<file path="src/rtl/drum_hit_scheduler.sv">
// drum_hit_scheduler: shares one sample-player / sprite-highlight slot among
// NUM_PADS drum pads. Rising hit edges are latched into `pending`, served
// round-robin over a valid/ready offer, then the winner is held on `selected`
// for HOLD_FRAMES video frames followed by COOLDOWN_CYCLES idle clocks.
// Optional feature macro: RETRIGGER_EN (a new edge on the held pad during
// HOLD restarts the hold instead of queueing).
module drum_hit_scheduler #(
  parameter int NUM_PADS        = 14,
  parameter int HOLD_FRAMES     = 8,
  parameter int COOLDOWN_CYCLES = 4
) (
  input  logic                clk,
  input  logic                reset_n,
  input  logic [NUM_PADS-1:0] hit,
  input  logic                frame_tick,
  input  logic                play_ready,
  output logic                play_valid,
  output logic [3:0]          play_idx,
  output logic [3:0]          selected,
  output logic                active,
  output logic [NUM_PADS-1:0] pending
);

  typedef enum logic [1:0] {IDLE, OFFER, HOLD, COOLDOWN} state_t;

  localparam logic [7:0] HOLD_INIT = 8'(HOLD_FRAMES);
  localparam logic [7:0] CD_INIT   = 8'(COOLDOWN_CYCLES);
  localparam logic [3:0] LAST_INIT = 4'(NUM_PADS - 1);

  state_t              state;
  logic [NUM_PADS-1:0] hit_prev;
  logic [NUM_PADS-1:0] rise;
  logic [NUM_PADS-1:0] clr_mask;
  logic [NUM_PADS-1:0] retrig_mask;
  logic [NUM_PADS-1:0] set_mask;
  logic                retrig;
  logic                accept;
  logic [3:0]          last;
  logic [3:0]          winner;
  logic                found;
  int                  pos;
  logic [7:0]          hold_cnt;
  logic [7:0]          cd_cnt;

  assign rise   = hit & ~hit_prev;
  assign accept = (state == OFFER) && play_ready;

  // Clear mask for the accepted pad (play_idx is the registered winner, so a
  // late edge on an earlier pad cannot redirect the clear) and retrigger mask.
  always_comb begin
    clr_mask = '0;
    if (accept) clr_mask = NUM_PADS'(1) << (play_idx - 4'd1);
`ifdef RETRIGGER_EN
    retrig_mask = '0;
    if (state == HOLD && selected != 4'd0)
      retrig_mask = NUM_PADS'(1) << (selected - 4'd1);
`else
    retrig_mask = '0;
`endif
    retrig   = |(rise & retrig_mask);
    set_mask = rise & ~retrig_mask;
  end

  // Round-robin search: first pending bit above `last`, wrapping to bit 0.
  always_comb begin
    winner = '0;
    found  = 1'b0;
    pos    = 0;
    for (int k = 0; k < NUM_PADS; k++) begin
      pos = (int'(last) + 1 + k) % NUM_PADS;
      if (!found && pending[pos]) begin
        winner = 4'(pos);
        found  = 1'b1;
      end
    end
  end

  // Edge capture: runs in every state; a new edge beats a same-cycle clear.
  always_ff @(posedge clk or negedge reset_n) begin
    if (!reset_n) begin
      hit_prev <= '0;
      pending  <= '0;
    end else begin
      hit_prev <= hit;
      pending  <= (pending & ~clr_mask) | set_mask;
    end
  end

  // Offer / hold / cooldown sequencer with registered outputs.
  always_ff @(posedge clk or negedge reset_n) begin
    if (!reset_n) begin
      state      <= IDLE;
      play_valid <= 1'b0;
      play_idx   <= '0;
      selected   <= '0;
      active     <= 1'b0;
      last       <= LAST_INIT;
      hold_cnt   <= '0;
      cd_cnt     <= '0;
    end else begin
      case (state)
        IDLE: begin
          play_valid <= 1'b0;
          if (pending != '0) begin
            play_idx   <= winner + 4'd1;
            play_valid <= 1'b1;
            state      <= OFFER;
          end
        end
        OFFER: begin
          if (play_ready) begin
            last       <= play_idx - 4'd1;
            selected   <= play_idx;
            active     <= 1'b1;
            play_valid <= 1'b0;
            hold_cnt   <= HOLD_INIT;
            state      <= HOLD;
          end
        end
        HOLD: begin
          if (retrig) begin
            hold_cnt <= HOLD_INIT;
          end else if (frame_tick) begin
            if (hold_cnt == 8'd1) begin
              selected <= '0;
              active   <= 1'b0;
              hold_cnt <= '0;
              if (COOLDOWN_CYCLES == 0) begin
                state <= IDLE;
              end else begin
                cd_cnt <= CD_INIT;
                state  <= COOLDOWN;
              end
            end else begin
              hold_cnt <= hold_cnt - 8'd1;
            end
          end
        end
        COOLDOWN: begin
          cd_cnt <= cd_cnt - 8'd1;
          if (cd_cnt == 8'd1) state <= IDLE;
        end
        default: state <= IDLE;
      endcase
    end
  end

endmodule

</file>
<file path="config.mk">
export PLATFORM = sky130hd
export DESIGN_NAME = drum_hit_scheduler
export DESIGN_NICKNAME = d
export VERILOG_FILES = /design/src/rtl/drum_hit_scheduler.sv
export SDC_FILE = /design/constraint.sdc
export NUM_CORES = 1
export LEC_CHECK = 0
export CAP_MARGIN = 20
export CELL_PAD_IN_SITES_DETAIL_PLACEMENT = 1
export CELL_PAD_IN_SITES_GLOBAL_PLACEMENT = 1
export CORE_AREA = 2 2 146 148
export CTS_BUF_LIST = sky130_fd_sc_hd__clkbuf_4
export DETAILED_ROUTE_END_ITERATION = 8
export DIE_AREA = 0 0 148 150
export HOLD_SLACK_MARGIN = 0.02
export PLACE_DENSITY = 0.87
export SLEW_MARGIN = 25
export SYNTH_ARGS = -nofsm -noshare
export SYNTH_HDL_FRONTEND = slang
export SYNTH_SLANG_ARGS = --single-unit
</file>
<file path="constraint.sdc">
create_clock -name clk -period 15.35 [get_ports clk]
set_input_delay 4.605 -clock clk [delete_from_list [all_inputs] [get_ports clk]]
set_output_delay 4.605 -clock clk [all_outputs]
set_load 0.01 [all_outputs]
</file>
# Word-level counts from Yosys, hierarchy flattened
# Cells that the tools add are included.
# totals
regBits,60
inputBits,18
output_inout_bits,24
wordCells,205
# op_classes
addsub,18
n_div,14
magnitude_cmp,14
n_eq_ne,10
shifts,1
muxes,94
bitwise,5
n_reduce_logical,39
# op_table
cell,n
< comparator 32 x 6 -> 1 bit (second input constant),14
remainder unit 32 x 5 -> 32 bit (second input constant),14
adder 32 x 5 -> 32 bit (second input constant),5
adder 32 x 4 -> 32 bit (second input constant),4
2-to-1 mux 4 bit,17
adder 32 x 3 -> 32 bit (second input constant),2
binary-select mux 1 bit (select 4 bit),14
2-to-1 mux 1 bit,46
2-to-1 mux 8 bit,5
adder 32 x 2 -> 32 bit (second input constant),1
case mux 8 bit (2 select lines),2
AND 14 bit,2
NOT 14 bit,2
== test 8 x 1 -> 1 bit (second input constant),2
subtractor 8 x 1 -> 8 bit (second input constant),2
logical AND 1 bit,14
2-to-1 mux 14 bit,1
OR 14 bit,1
nonzero test 14 bit,1
<< shifter 1 x 4 -> 14 bit (first input constant),1
logical NOT 1 bit,13
2-to-1 mux 2 bit,5
!= test 2 bit (second input constant),5
case mux 2 bit (4 select lines),1
14 further kinds,21

# Longest topological paths before layout
# Gate-level depths: netlist of the first run.
# logic_depth
word_depth,46
mapped_depth,37
ltp_nobuf,31

# Worst setup path before layout of the first run
# Ideal clock, no wire load.
# synth_path
path_kind,reg2reg
from,register last[0]
to,register play_idx[1]
setup_ns,0.125
arrival_ns,7.745
required_ns,15.225
path_slack_ns,7.481
stages_incl_launch_ff,35
path_buffers,7
synth_period_minus_slack_ns,7.869
cell_sequence,dfstp_2 > buf_4 > inv_1 > ha_1 > clkbuf_1 > buf_1 > inv_1 > buf_1 > ha_1 > buf_4 > nor2_2 > a221oi_4 > xnor2_1 > clkbuf_1 > ha_1 > clkbuf_1 > ha_1 > and3b_1 > o211ai_1 > mux2i_1 > a2bb2oi_1 > and2_1 > ha_1 > inv_1 > a211oi_1 > or2_2 > mux4_2 > mux2_4 > nor3_4 > nand3_4 > or4_1 > a32o_1 > o21ai_2 > ha_1 > mux2_2
# synth_via
elab_chain_len,46
elab_cells_between_ends,124
classes_between,add/sub: 15; div: 14; mux: 69; reduce/logical: 26
# synth_rtl
element,line,source
start: declaration,38,logic [3:0] last;
start signal: assignment,112,last <= play_idx - 4'd1;
adder 4 x 1 -> 5 bit *,70,pos = (int'(last) + 1 + k) % NUM_PADS;
"parallel branches: the longest is 43 deep, another holds adder 32 x 2 -> 32 bit",-,
2-to-1 mux 4 bit *,71,if (!found && pending[pos]) begin
adder 4 x 1 -> 4 bit *,105,play_idx <= winner + 4'd1;
end signal: assignment,105,
end: declaration,18,"output logic [3:0] play_idx,"
# Mark *: on every way between the ends. The select of a mux whose other input is x is not followed.
# A chain may end at the register's enable or synchronous reset.

# Worst setup path after layout of the first run
# layout_path
from,register last[2]
to,register play_idx[1]
# The elaborated chain is that of the path after synthesis.

==> results of run 1 <==
[cells in the mapped netlist, types with 8 or more instances]
library cell / count
nor4_1: 16
nand3_1: 41
and3_1: 14
a211oi_1: 22
nand4_1: 10
inv_1: 74
buf_2: 26
or2_2: 10
a21oi_1: 83
inv_2: 9
nand2_1: 127
nand2b_1: 26
o31ai_1: 13
nor2_1: 97
o22ai_1: 17
dfrtp_1: 57
mux4_2: 8
xnor2_1: 43
nor3_1: 41
a31oi_1: 16
o21ai_0: 78
nand3b_1: 10
a211o_1: 8
a311oi_1: 8
mux2_2: 30
clkbuf_1: 29
o211ai_1: 24
mux2i_1: 50
or3_1: 12
a21o_1: 18
nor2b_1: 19
ha_1: 71
xor2_1: 21
and2_1: 13
[layer usage]
layer	up-vias	part of all wire (%)	routed length (um)	GRT usage (%)
li1	5118	-	-	-
met1	5556	44	17100	46.9
met2	454	47	18300	58.3
met3	96	5.6	2210	3.20
met4	0	4.1	1610	15.0
met5	-	0	0	0
[cells by family after synthesis]
group	share of synthesized area (%)
DFF	14.3
muxes	9.79
buffers and inverters	6.28
AOI/OAI and AO/OA	29.6
xor gates and xnor gates	7.51
adders and majority gates	8.98
and+or+nand+nor	23.6
[worst max path at each step]
stage,start,endpoint,slack [ns],depth (start not counted)
floorplan,last[0],play_idx[1],7.48,34
global placement,last[2],play_idx[1],6.90,25
detailed placement,last[0],play_idx[1],6.57,28
CTS,last[0],play_idx[1],6.46,28
global route,last[0],play_idx[1],5.85,29
finish,last[2],play_idx[1],6.29,26
[critical path, delay by kind of cell (launching register included)]
family          cells  cell delay [ns]
simple gates        7             2.18
compound gates      8             2.16
fa+ha+maj           4             1.44
flops               1             1.04
xor+xnor            3             1.03
buf+inv             3             0.78
mux                 1             0.26
[through the flow]
step / area, um^2 / instances / util (%)
2_1_floorplan: 10600 / 1369 / -
3_3_place_gp: 11000 / 1626 / 53.4
3_5_place_dp: 11000 / 1626 / 53.4
4_1_cts: 11200 / 1642 / 54.2
5_1_grt: 11200 / 1643 / 54.3
6_report: 11200 / 1643 / 54.3
[flip-flops by register name (all words and copies together) (netlist names)]
name and flops:
state 2, play_valid 1, active 1, play_idx 4, hold_cnt 8, hit_prev 14, selected 4, pending 14
cd_cnt 8, last 4
[area by class of cell]
type	instances	area [um^2]	area share [%]
clock buffers	9	67.6	0.601
repair buffers	51	480	4.28
diodes	1	2.50	0.0223
multi-input cells	1156	8410	74.9
well taps	275	344	3.06
inverters	84	315	2.81
flip-flops and latches	60	1510	13.4
clock inverters	7	106	0.947
==> flow_summary.json, run 1 <==
{
  "min_from": "hit_prev[10]",
  "grt_pass1_wl_um": 61800,
  "cpMaxStageDelayCell": "dfstp_2",
  "synth_largest_area_cell": "dfrtp_1",
  "fillers": 2604,
  "via_per_inst": 6.83,
  "cts_buffers": 9,
  "slew_headroom_pct": 35.4,
  "tightestPinTransition_ns": 0.942,
  "ys_warn_count": 0,
  "postCtsResizedCells": 0,
  "ios": 42,
  "core_um2": 20700,
  "final_cell_mix": "nand2_1, nor2_1, a21oi_1, o21ai_0, inv_1",
  "htreeDepth": 3,
  "synth.cell_area_um2": 10600,
  "r2r-start": "last[2]",
  "die_h_um": 150,
  "rrSetupSlack_ns": 6.29,
  "whs_ns": 0.412,
  "async_flop_share_pct": 100,
  "die_w_um": 148,
  "fmax_mhz": 110,
  "grt_overflow": 0,
  "hold_end": "pending[10]",
  "post_cts_buffers": 0,
  "drt_iter0_markers": 1020,
  "cts_root_buf": "clkbuf_4",
  "r2r.worst_path.cells": 26,
  "timing.max_cap.violations": 0,
  "hpwl_um": 30100,
  "ant_nets": 0,
  "crit_path_max_fanout": 35,
  "grt_start_max_net_pins": 61,
  "dieArea_um2": 22200,
  "area_growth_pct": 6.37,
  "initial_utilization_pct": 51.0,
  "ys_types": 114,
  "gp_congestion": 1.01,
  "fp-row-count": 53,
  "ys_ff_latch": 60,
  "startpoint_type": "register",
  "rsz0062_at_grt": "no",
  "drc": 0,
  "layout_commonest_cell": "nand2_1",
  "setup_viol": 0,
  "synthCells": 1369,
  "cts_tree": "yes",
  "clock-sinks": 60,
  "skew_ns": 0.0343,
  "endpoint_kind": "register",
  "hold_path.class": "register to register",
  "outcome": "finished clean",
  "critPathKind": "register to register",
  "ctsHoldBuffers": 0,
  "cts_max_path_buffers": 2,
  "wl_per_cell_um": 23.9,
  "synth_edf_count": 0,
  "synth_top_area_share_pct": 13.5,
  "hold_violations": 0,
  "grt_pass1_vias": 11100,
  "synth_nets": 1459,
  "port_buffers": 41,
  "tns_ns": 0,
  "critical_path.max_stage_delay_ns": 1.04,
  "dr_total_vias": 11200,
  "ys_top_cells_by_area": "dfrtp_1, ha_1, mux2i_1",
  "arrival_ns": 9.40,
  "synth_area_per_cell_um2": 7.71,
  "final_layout_size_suffix_gt1_share_pct": 10.5,
  "antenna_found_initial": 1,
  "period_share_pct": 59.0,
  "synthFlopType": "dfrtp_1",
  "period_needed_ns": 9.06,
  "num-nets-final": 1452,
  "dp_slack_ns": 6.57,
  "whs_path_depth": 1,
  "clkLatencyLatePin_ns": 0.47,
  "drt-total-wl_um": 39200,
  "drt_pass1_iterations": 6,
  "clkSlewWorstSetupHoldPaths_ns": 0.16,
  "cp_common_cell": "ha_1",
  "reg2reg_to": "play_idx[1]",
  "ys_seq_area_share_pct": 14.3,
  "worstPathRequired_ns": 15.69,
  "drv_slew": 0,
  "grt_usage_pct": 35.1,
  "fin_ws_ns": 6.29
}
Power of run 1 is left out: the tool's default activity adds up to more than one toggle a clock period on the data nets, which glitch-free logic cannot reach.
==> run 2, diff against run 1 <==
--- a/config.mk
+++ b/config.mk
@@ -8,12 +8,12 @@
 export CAP_MARGIN = 20
 export CELL_PAD_IN_SITES_DETAIL_PLACEMENT = 1
 export CELL_PAD_IN_SITES_GLOBAL_PLACEMENT = 1
-export CORE_AREA = 2 2 146 148
+export CORE_AREA = 2 2 150 152
 export CTS_BUF_LIST = sky130_fd_sc_hd__clkbuf_4
 export DETAILED_ROUTE_END_ITERATION = 8
-export DIE_AREA = 0 0 148 150
+export DIE_AREA = 0 0 152 154
 export HOLD_SLACK_MARGIN = 0.02
-export PLACE_DENSITY = 0.87
+export PLACE_DENSITY = 0.83
 export SLEW_MARGIN = 25
 export SYNTH_ARGS = -nofsm -noshare
 export SYNTH_HDL_FRONTEND = slang
==> constraint.sdc (replaced) <==
create_clock -name clk -period 9.2 [get_ports clk]
set_input_delay 2.76 -clock clk [delete_from_list [all_inputs] [get_ports clk]]
set_output_delay 2.76 -clock clk [all_outputs]
set_load 0.01 [all_outputs]
==> flow_summary.json, run 2 (same netlist as run 1, synthesis figures left out) <==
{
  "outcome": "finished clean",
  "crit_path_max_fanout": 35,
  "timing.max_cap.violations": 0,
  "hold_violations": 0,
  "largestRegisters": "hit_prev: 14 flops, pending: 14 flops",
  "ios": 42,
  "area_growth_pct": 6.52,
  "grt_usage_pct": 33.1,
  "initial_utilization_pct": 48.7,
  "via_per_inst": 6.76,
  "die_w_um": 152,
  "hold_end": "pending[5]",
  "die_h_um": 154,
  "r2r.worst_path.cells": 27,
  "worstPathRequired_ns": 9.51,
  "cts_buffers": 9,
  "tns_ns": 0,
  "cpMaxStageDelayCell": "dfstp_2",
  "whs_path_depth": 1,
  "grt_overflow": 0,
  "cp_common_cell": "ha_1",
  "tightestPinTransition_ns": 1.07,
  "final_cell_mix": "nand2_1, nor2_1, a21oi_1, o21ai_0, inv_1",
  "drt_pass1_iterations": 7,
  "port_buffers": 41,
  "wl_per_cell_um": 24.0,
  "startpoint_type": "register",
  "critPathKind": "register to register",
  "cts_max_path_buffers": 2,
  "cts_tree": "yes",
  "dr_total_vias": 11200,
  "crit_family": "compound AO/OA/AOI/OAI gates",
  "core_um2": 21700,
  "whs_ns": 0.420,
  "post_cts_buffers": 0,
  "setup.worst_path.start": "last[2]",
  "critical_path.max_stage_delay_ns": 1.03,
  "grt_pass1_vias": 11300,
  "clkLatencyLatePin_ns": 0.44,
  "ctsHoldBuffers": 0,
  "rrSetupSlack_ns": 0.72,
  "drc": 0,
  "n_antenna_cell": 0,
  "fp-row-count": 54,
  "hold_path.class": "register to register",
  "rsz0062_at_grt": "no",
  "cts_root_buf": "clkbuf_4",
  "arrival_ns": 8.79,
  "final_layout_size_suffix_gt1_share_pct": 10.8,
  "hpwl_um": 31000,
  "antenna_found_initial": 0,
  "r2r-start": "last[2]",
  "clock-sinks": 60,
  "dieArea_um2": 23400,
  "slew_headroom_pct": 28.0,
  "postCtsResizedCells": 0,
  "path_buf_inv": 3,
  "num-nets-final": 1459,
  "grt_start_max_net_pins": 61,
  "layout_commonest_cell": "nand2_1",
  "fmax_mhz": 118,
  "gp_congestion": 1.01,
  "ant_nets": 0,
  "drv_slew": 0,
  "period_needed_ns": 8.48,
  "skew_ns": 0.0250,
  "grt_pass1_wl_um": 63200,
  "htreeDepth": 3,
  "min_from": "hit_prev[5]",
  "setup_viol": 0,
  "drt_iter0_markers": 804,
  "endpoint_kind": "register",
  "drt-total-wl_um": 39700,
  "period_share_pct": 92.2,
  "clkSlewWorstSetupHoldPaths_ns": 0.14,
  "reg2reg_to": "play_idx[1]"
}
run 2: metrics by stage:
| stage | setup slack (ns) | util, % | instance area, um^2 | cells |
|---|---|---|---|---|
| 2_1_floorplan | 1.33 | - | 10600 | 1369 |
| 3_3_place_gp | 1.25 | 51.2 | 11100 | 1638 |
| 3_5_place_dp | 1.09 | 51.2 | 11100 | 1638 |
| 4_1_cts | 1.06 | 51.9 | 11200 | 1654 |
| 5_1_grt | 0.293 | 51.9 | 11200 | 1654 |
| 6_report | 0.721 | 51.9 | 11200 | 1654 |
run 2: how the worst max path moves through the flow:
| stage | cells after the start | end |
|---|---|---|
| detailed placement | 27 | play_idx[1] |
| global route | 24 | play_idx[1] |
| finish | 27 | play_idx[1] |
| global placement | 24 | play_idx[1] |
| CTS | 24 | play_idx[1] |
| floorplan | 34 | play_idx[1] |
run 2: final cells by class:
cell class / instances / area (um^2)
fillers: 2716 / 10400
multi-input cells: 1156 / 8400
flip-flops and latches: 60 / 1510
repair buffers: 58 / 533
well taps: 280 / 350
inverters: 84 / 315
clock inverters: 7 / 75.1
clock buffers: 9 / 67.6
run 2: metal layers:
layer	wire length (um)	vias to the layer above	track usage, %
li1	-	5144	-
met1	17400	5542	43.8
met2	18500	402	55.3
met3	2310	94	4.48
met4	1520	0	12.2
met5	0	-	0
run 2: worst register-to-register path, delay by kind of cell (launching register included):
| family | cells | cell delay [ns] |
|---|---|---|
| muxes | 3 | 0.57 |
| DFF | 1 | 1.03 |
| buffers and inverters | 3 | 0.45 |
| xor gates and xnor gates | 3 | 0.81 |
| AOI/OAI and AO/OA | 7 | 1.97 |
| and+or+nand+nor | 7 | 1.96 |
| adders and majority gates | 4 | 1.57 |
Power of run 2 is left out for the same reason.
==> patch 1, RTL diff (flow settings as in run 1) <==
Re-encode `state_t` (4 states) as one-hot, 4 bits wide.
--- a/src/rtl/drum_hit_scheduler.sv
+++ b/src/rtl/drum_hit_scheduler.sv
@@ -21,7 +21,7 @@
   output logic [NUM_PADS-1:0] pending
 );
 
-  typedef enum logic [1:0] {IDLE, OFFER, HOLD, COOLDOWN} state_t;
+  typedef enum logic [3:0] {IDLE = 4'b0001, OFFER = 4'b0010, HOLD = 4'b0100, COOLDOWN = 4'b1000} state_t;
 
   localparam logic [7:0] HOLD_INIT = 8'(HOLD_FRAMES);
   localparam logic [7:0] CD_INIT   = 8'(COOLDOWN_CYCLES);
Behaviour: no difference found for any inputs over 4 cycles, from zero or initial values and one cycle with reset_n low; so few cycles prove little.
==> patch 1 against run 1 <==
Synthesized cell count rose by 4.3%. Worst setup slack got worse by 0.78 ns. Cell area rose by 0.51%. Sequential cell count rose by 2. Routed wire length rose by 2.2%. Critical endpoint unchanged. Area after synthesis rose by 0.34%.
Power is left out: the tool's default activity adds up to more than one toggle a clock period on the data nets, which glitch-free logic cannot reach.
==> patch 1: results (changes against run 1) <==
stage,metric,value,unit,change
final_layout,largest registers,"hit_prev: 14 flops, pending: 14 flops",,
critical_path,"Slowest-stage cell, CP",ha_1,,
clock_tree,Max clock buf depth,2,,unchanged
global_routing,first-pass GRT wire length,63300,um,+2.3%
critical_path,CP max FO,56,,+60%
logic_synthesis,Syn Nets,1514,,+3.8%
final_layout,layout cell share with drive strength beyond 1,0.0836,,-0.0210
timing,post-route minimum period,9.84,ns,+0.778 ns
worst_hold_path,class of the worst hold path,reg2reg,,
placed_design,routability cong.,1.01,,+0.22%
global_routing,met3 usage,0.0497,,+0.0177
logic_synthesis,most area-consuming cells after synthesis,"dfrtp_1 (14%), ha_1 (7.9%), mux2i_1 (5.0%)",,
logic_synthesis,cell count after synthesis,1428,,+4.3%
route,vias per std cell,7.04,,+3.0%
logic_synthesis,asr flop ratio synth,1.00,,unchanged
timing,worst-margin pin slew,1.01,ns,+0.0720 ns
logic_synthesis,Post-synth top cells,"nand2_1 (137), nor2_1 (111), o21ai_0 (97)",,
global_routing,largest net degree at the start of global routing,63,,+3.3%
clock_tree,# H-tree levels,3,,unchanged
placed_design,DP Cell Count,1683,,+3.5%
clock_tree,later-pin clock latency in the skew report,0.45,ns,-0.02 ns
critical_path,R2R Setup Slk,5.51,ns,-0.78 ns
placed_design,IO Port Bufs,41,,unchanged
clock_tree,setup bufs post-CTS,0,,unchanged
global_routing,routing usage on met1,0.450,,-0.0192
logic_synthesis,post-synth cell types,104,,-8.8%
route,first-pass detailed-route iteration total,5,,-1
critical_path,Slowest Stage Delay on Critical Path,0.88,ns,-0.16 ns
global_routing,Global Route met2 Usage,0.593,,+0.0102
route,Detailed Route Iter0 Violations,1028,,+0.78%
global_routing,Tot GR Track Use,0.355,,+0.00353
route,final WL,40000,um,+2.2%
clock_tree,"Reg clk slew, reported paths",0.13,ns,-0.03 ns
clock_tree,root buffer cell,clkbuf_4,,
timing,clk_skew,0.0358,ns,+0.00151 ns
route,Vias,11964,,+6.6%
run_status,status,"finished, final reports clean",,
placed_design,DP HPWL,31100,um,+3.3%
logic_synthesis,"Seq/Total Area, Yosys",0.147,,+0.00435
global_routing,initial antenna violation count,1,,unchanged
global_routing,vias in the first global route,11841,,+6.4%
final_layout,fillers,2639,,+1.3%
logic_synthesis,synth warn,0,,unchanged
timing,Final setup violation count,0,,unchanged
placed_design,pre-CTS WS,5.85,ns,-0.725 ns
## patch 1: layout make-up
cell class	count	area, um2	area share
timing repair buffer	57	526	0.0465
sequential	62	1560	0.138
clock buffer	9	67.6	0.00598
multi-input combinational	1221	8470	0.750
inverter	68	255	0.0226
antenna	1	2.50	0.000222
clock inverter	7	73.8	0.00654
tap	275	344	0.0305
## patch 1: worst max-delay path, delay by kind of cell (launching register included)
kind | cells | cell delay (ns)
compound gates | 9 | 1.81
simple gates | 7 | 1.89
flops | 1 | 0.54
fa+ha+maj | 6 | 2.42
mux | 1 | 0.18
xor+xnor | 3 | 1.25
buf+inv | 4 | 1.60
## patch 1: logic make-up (layout without fill, tap and decap cells)
| kind of cell | count (synthesis) | after routing | share of synthesized area |
|---|---|---|---|
| AND/OR/NAND/NOR | 510 | 510 | 0.245 |
| AO/OA/AOI/OAI | 504 | 504 | 0.335 |
| buffers and inverters | 145 | 141 | 0.0549 |
| multiplexers | 74 | 74 | 0.0745 |
| adder cells (fa/ha/maj) | 73 | 73 | 0.0860 |
| flip-flops | 62 | 62 | 0.147 |
| XOR/XNOR | 60 | 60 | 0.0583 |
| other | 0 | 1 | 0 |
## patch 1: worst paths after layout
| kind | from | endpoint | depth (start not counted) |
|---|---|---|---|
| max | last[0] | play_idx[1] | 30 |
| min | hit_prev[3] | pending[3] | 1 |
| max reg2reg | last[0] | play_idx[1] | 30 |
| min reg2reg | hit_prev[3] | pending[3] | 1 |
| max in group asynchronous | reset_n | hit_prev[13] | 2 |
| min in group asynchronous | reset_n | cd_cnt[3] | 2 |
## patch 1: through the flow
stage,cell area [um2],utilization,hold WS [ns]
6_report,11300,0.546,0.424
2_1_floorplan,10600,-,0.400
3_3_place_gp,11100,0.539,0.403
5_1_grt,11300,0.546,0.445
4_1_cts,11300,0.546,0.430
3_5_place_dp,11100,0.539,0.414
## patch 1: metal layers
| layer | vias up | wire length, um |
|---|---|---|
| met2 | 533 | 18500 |
| met4 | 0 | 2010 |
| met5 | - | 0 |
| met1 | 5857 | 16700 |
| li1 | 5434 | - |
| met3 | 140 | 2860 |
==> patch 2, RTL diff (config.mk and constraints of run 1) <==
Made on the original files. Add a define of `RETRIGGER_EN`.
--- a/src/rtl/drum_hit_scheduler.sv
+++ b/src/rtl/drum_hit_scheduler.sv
@@ -4,6 +4,8 @@
 // for HOLD_FRAMES video frames followed by COOLDOWN_CYCLES idle clocks.
 // Optional feature macro: RETRIGGER_EN (a new edge on the held pad during
 // HOLD restarts the hold instead of queueing).
+`define RETRIGGER_EN
+
 module drum_hit_scheduler #(
   parameter int NUM_PADS        = 14,
   parameter int HOLD_FRAMES     = 8,
Function: no difference found for any inputs over 4 cycles, from zero or initial values and one cycle with reset_n low; that may be too few to reach the edited logic, so the function may still have changed.
==> patch 2 against run 1 <==
Sequential cell count did not move. Worst setup slack got worse by 0.20 ns. Routed wire length rose by 3.5%. Area after synthesis rose by 0.30%. Largest cell class unchanged. Global-route usage rose by 1.1 points. Core utilization rose by 0.39 points. Cell area rose by 0.72%. Final cell count rose by 2.6%.
Power is left out: the tool's default activity adds up to more than one toggle a clock period on the data nets, which glitch-free logic cannot reach.
==> patch 2: results (changes against run 1) <==
stage,metric,value,unit,change
logic_synthesis,number of synthesized flops with an enable pin,0,,unchanged
logic_synthesis,most frequent cell after synthesis,nand2_1,,
route,vias per std cell,6.93,,+1.5%
logic_synthesis,"Seq/Total Area, Yosys",0.142,,-0.000421
global_routing,vias in the first global route,11811,,+6.2%
clock_tree,"Reg clk slew, reported paths",0.13,ns,-0.03 ns
clock_tree,cts hold-fix bufs,0,,unchanged
clock_tree,# H-tree levels,3,,unchanged
timing,worst-margin pin slew,0.994,ns,+0.0517 ns
critical_path,"CP delay by family, top",compound AO/OA/AOI/OAI gates,,
critical_path,"Slowest-stage cell, CP",ha_1,,
run_status,status,"finished, final reports clean",,
clock_tree,setup bufs post-CTS,0,,unchanged
final_layout,layout cell share with drive strength beyond 1,0.0859,,-0.0187
global_routing,first-pass GRT wire length,63900,um,+3.4%
global_routing,Tot GR Track Use,0.362,,+0.0109
clock_tree,post-CTS sizing,0,,unchanged
clock_tree,CTS buffer count,9,,unchanged
placed_design,routability cong.,1.01,,+0.13%
logic_synthesis,most area-consuming cells after synthesis,"dfrtp_1 (13%), ha_1 (8.4%), nand2_1 (5.0%)",,
route,Detailed Route Iter0 Violations,986,,-3.3%
logic_synthesis,Syn Nets,1499,,+2.7%
route,wire per inst,24.1,um,+0.93%
critical_path,CP max FO,31,,-11%
clock_tree,root buffer cell,clkbuf_4,,
global_routing,largest net degree at the start of global routing,61,,unchanged
final_layout,largest registers,"hit_prev: 14 flops, pending: 14 flops",,
clock_tree,Max clock buf depth,2,,unchanged
timing,clk_skew,0.0181,ns,-0.0162 ns
placed_design,IO Port Bufs,41,,unchanged
logic_synthesis,asr flop ratio synth,1.00,,unchanged
critical_path,Slowest Stage Delay on Critical Path,0.85,ns,-0.19 ns
logic_synthesis,post-synth cell types,115,,+0.88%
clock_tree,later-pin clock latency in the skew report,0.44,ns,-0.03 ns
logic_synthesis,top_reg_cell synth,dfrtp_1,,
critical_path,Worst Path Arrival,9.59,ns,+0.19 ns
route,first-pass detailed-route iteration total,5,,-1
global_routing,initial antenna violation count,1,,unchanged
worst_hold_path,class of the worst hold path,reg2reg,,
placed_design,DP HPWL,31500,um,+4.6%
logic_synthesis,synth warn,0,,unchanged
logic_synthesis,Post-synth top cells,"nand2_1 (142), nor2_1 (114), o21ai_0 (96)",,
## patch 2: area by class of cell
| cell class | count | area, um2 |
|---|---|---|
| diodes | 1 | 2.50 |
| clock buffers | 9 | 67.6 |
| clock inverters | 7 | 115 |
| fillers | 2645 | 9380 |
| inverters | 66 | 249 |
| multi-input cells | 1215 | 8540 |
| flip-flops and latches | 60 | 1510 |
| well taps | 275 | 344 |
| repair buffers | 52 | 488 |
## patch 2: kinds of logic (layout without fill, tap and decap cells)
logic type                 count (synthesis)  in the layout  share of synthesized area
and+or+nand+nor                          540            540                      0.257
AOI/OAI and AO/OA                        464            464                      0.320
buffers and inverters                    134            134                     0.0513
muxes                                     78             78                     0.0845
adders and majority gates                 77             77                     0.0905
DFF                                       60             60                      0.142
xor gates and xnor gates                  56             56                     0.0548
other                                      0              1                          0
## patch 2: final timing paths
check / slack, ns / to / startpoint / depth (start not counted)
min in group asynchronous: 4.28 / hold_cnt[0] / reset_n / 2
worst max register to register: 6.08 / play_idx[2] / last[1] / 26
max in group asynchronous: 10.48 / hit_prev[11] / reset_n / 2
worst max-delay path: 6.08 / play_idx[2] / last[1] / 26
worst min register to register: 0.51 / hold_cnt[6] / hold_cnt[6] / 1
worst min-delay path: 0.51 / hold_cnt[6] / hold_cnt[6] / 1
## patch 2: metrics by stage
step,instance area (um2),setup WS [ns],util,std cells,hold slack (ns)
2_1_floorplan,10600,7.75,-,1409,0.460
3_3_place_gp,11100,6.71,0.538,1668,0.470
3_5_place_dp,11100,6.24,0.538,1668,0.497
4_1_cts,11300,6.24,0.547,1684,0.519
5_1_grt,11300,5.48,0.547,1685,0.537
6_report,11300,6.08,0.547,1685,0.514
## patch 2: per-layer routing
layer / up-vias / GRT usage / share of wire
met4: 0 / 0.186 / 0.054
met3: 137 / 0.0466 / 0.069
met1: 5674 / 0.449 / 0.41
li1: 5355 / - / -
met2: 517 / 0.617 / 0.47
met5: - / 0 / 0
## patch 2: worst register-to-register path: cells and delay by family, from the launching register on
kind	cells	cell delay, ns
AND/OR/NAND/NOR	4	0.66
adder cells (fa/ha/maj)	6	2.36
AO/OA/AOI/OAI	9	3.14
flip-flops	1	0.65
multiplexers	1	0.26
buffers and inverters	2	0.69
XOR/XNOR	4	1.41
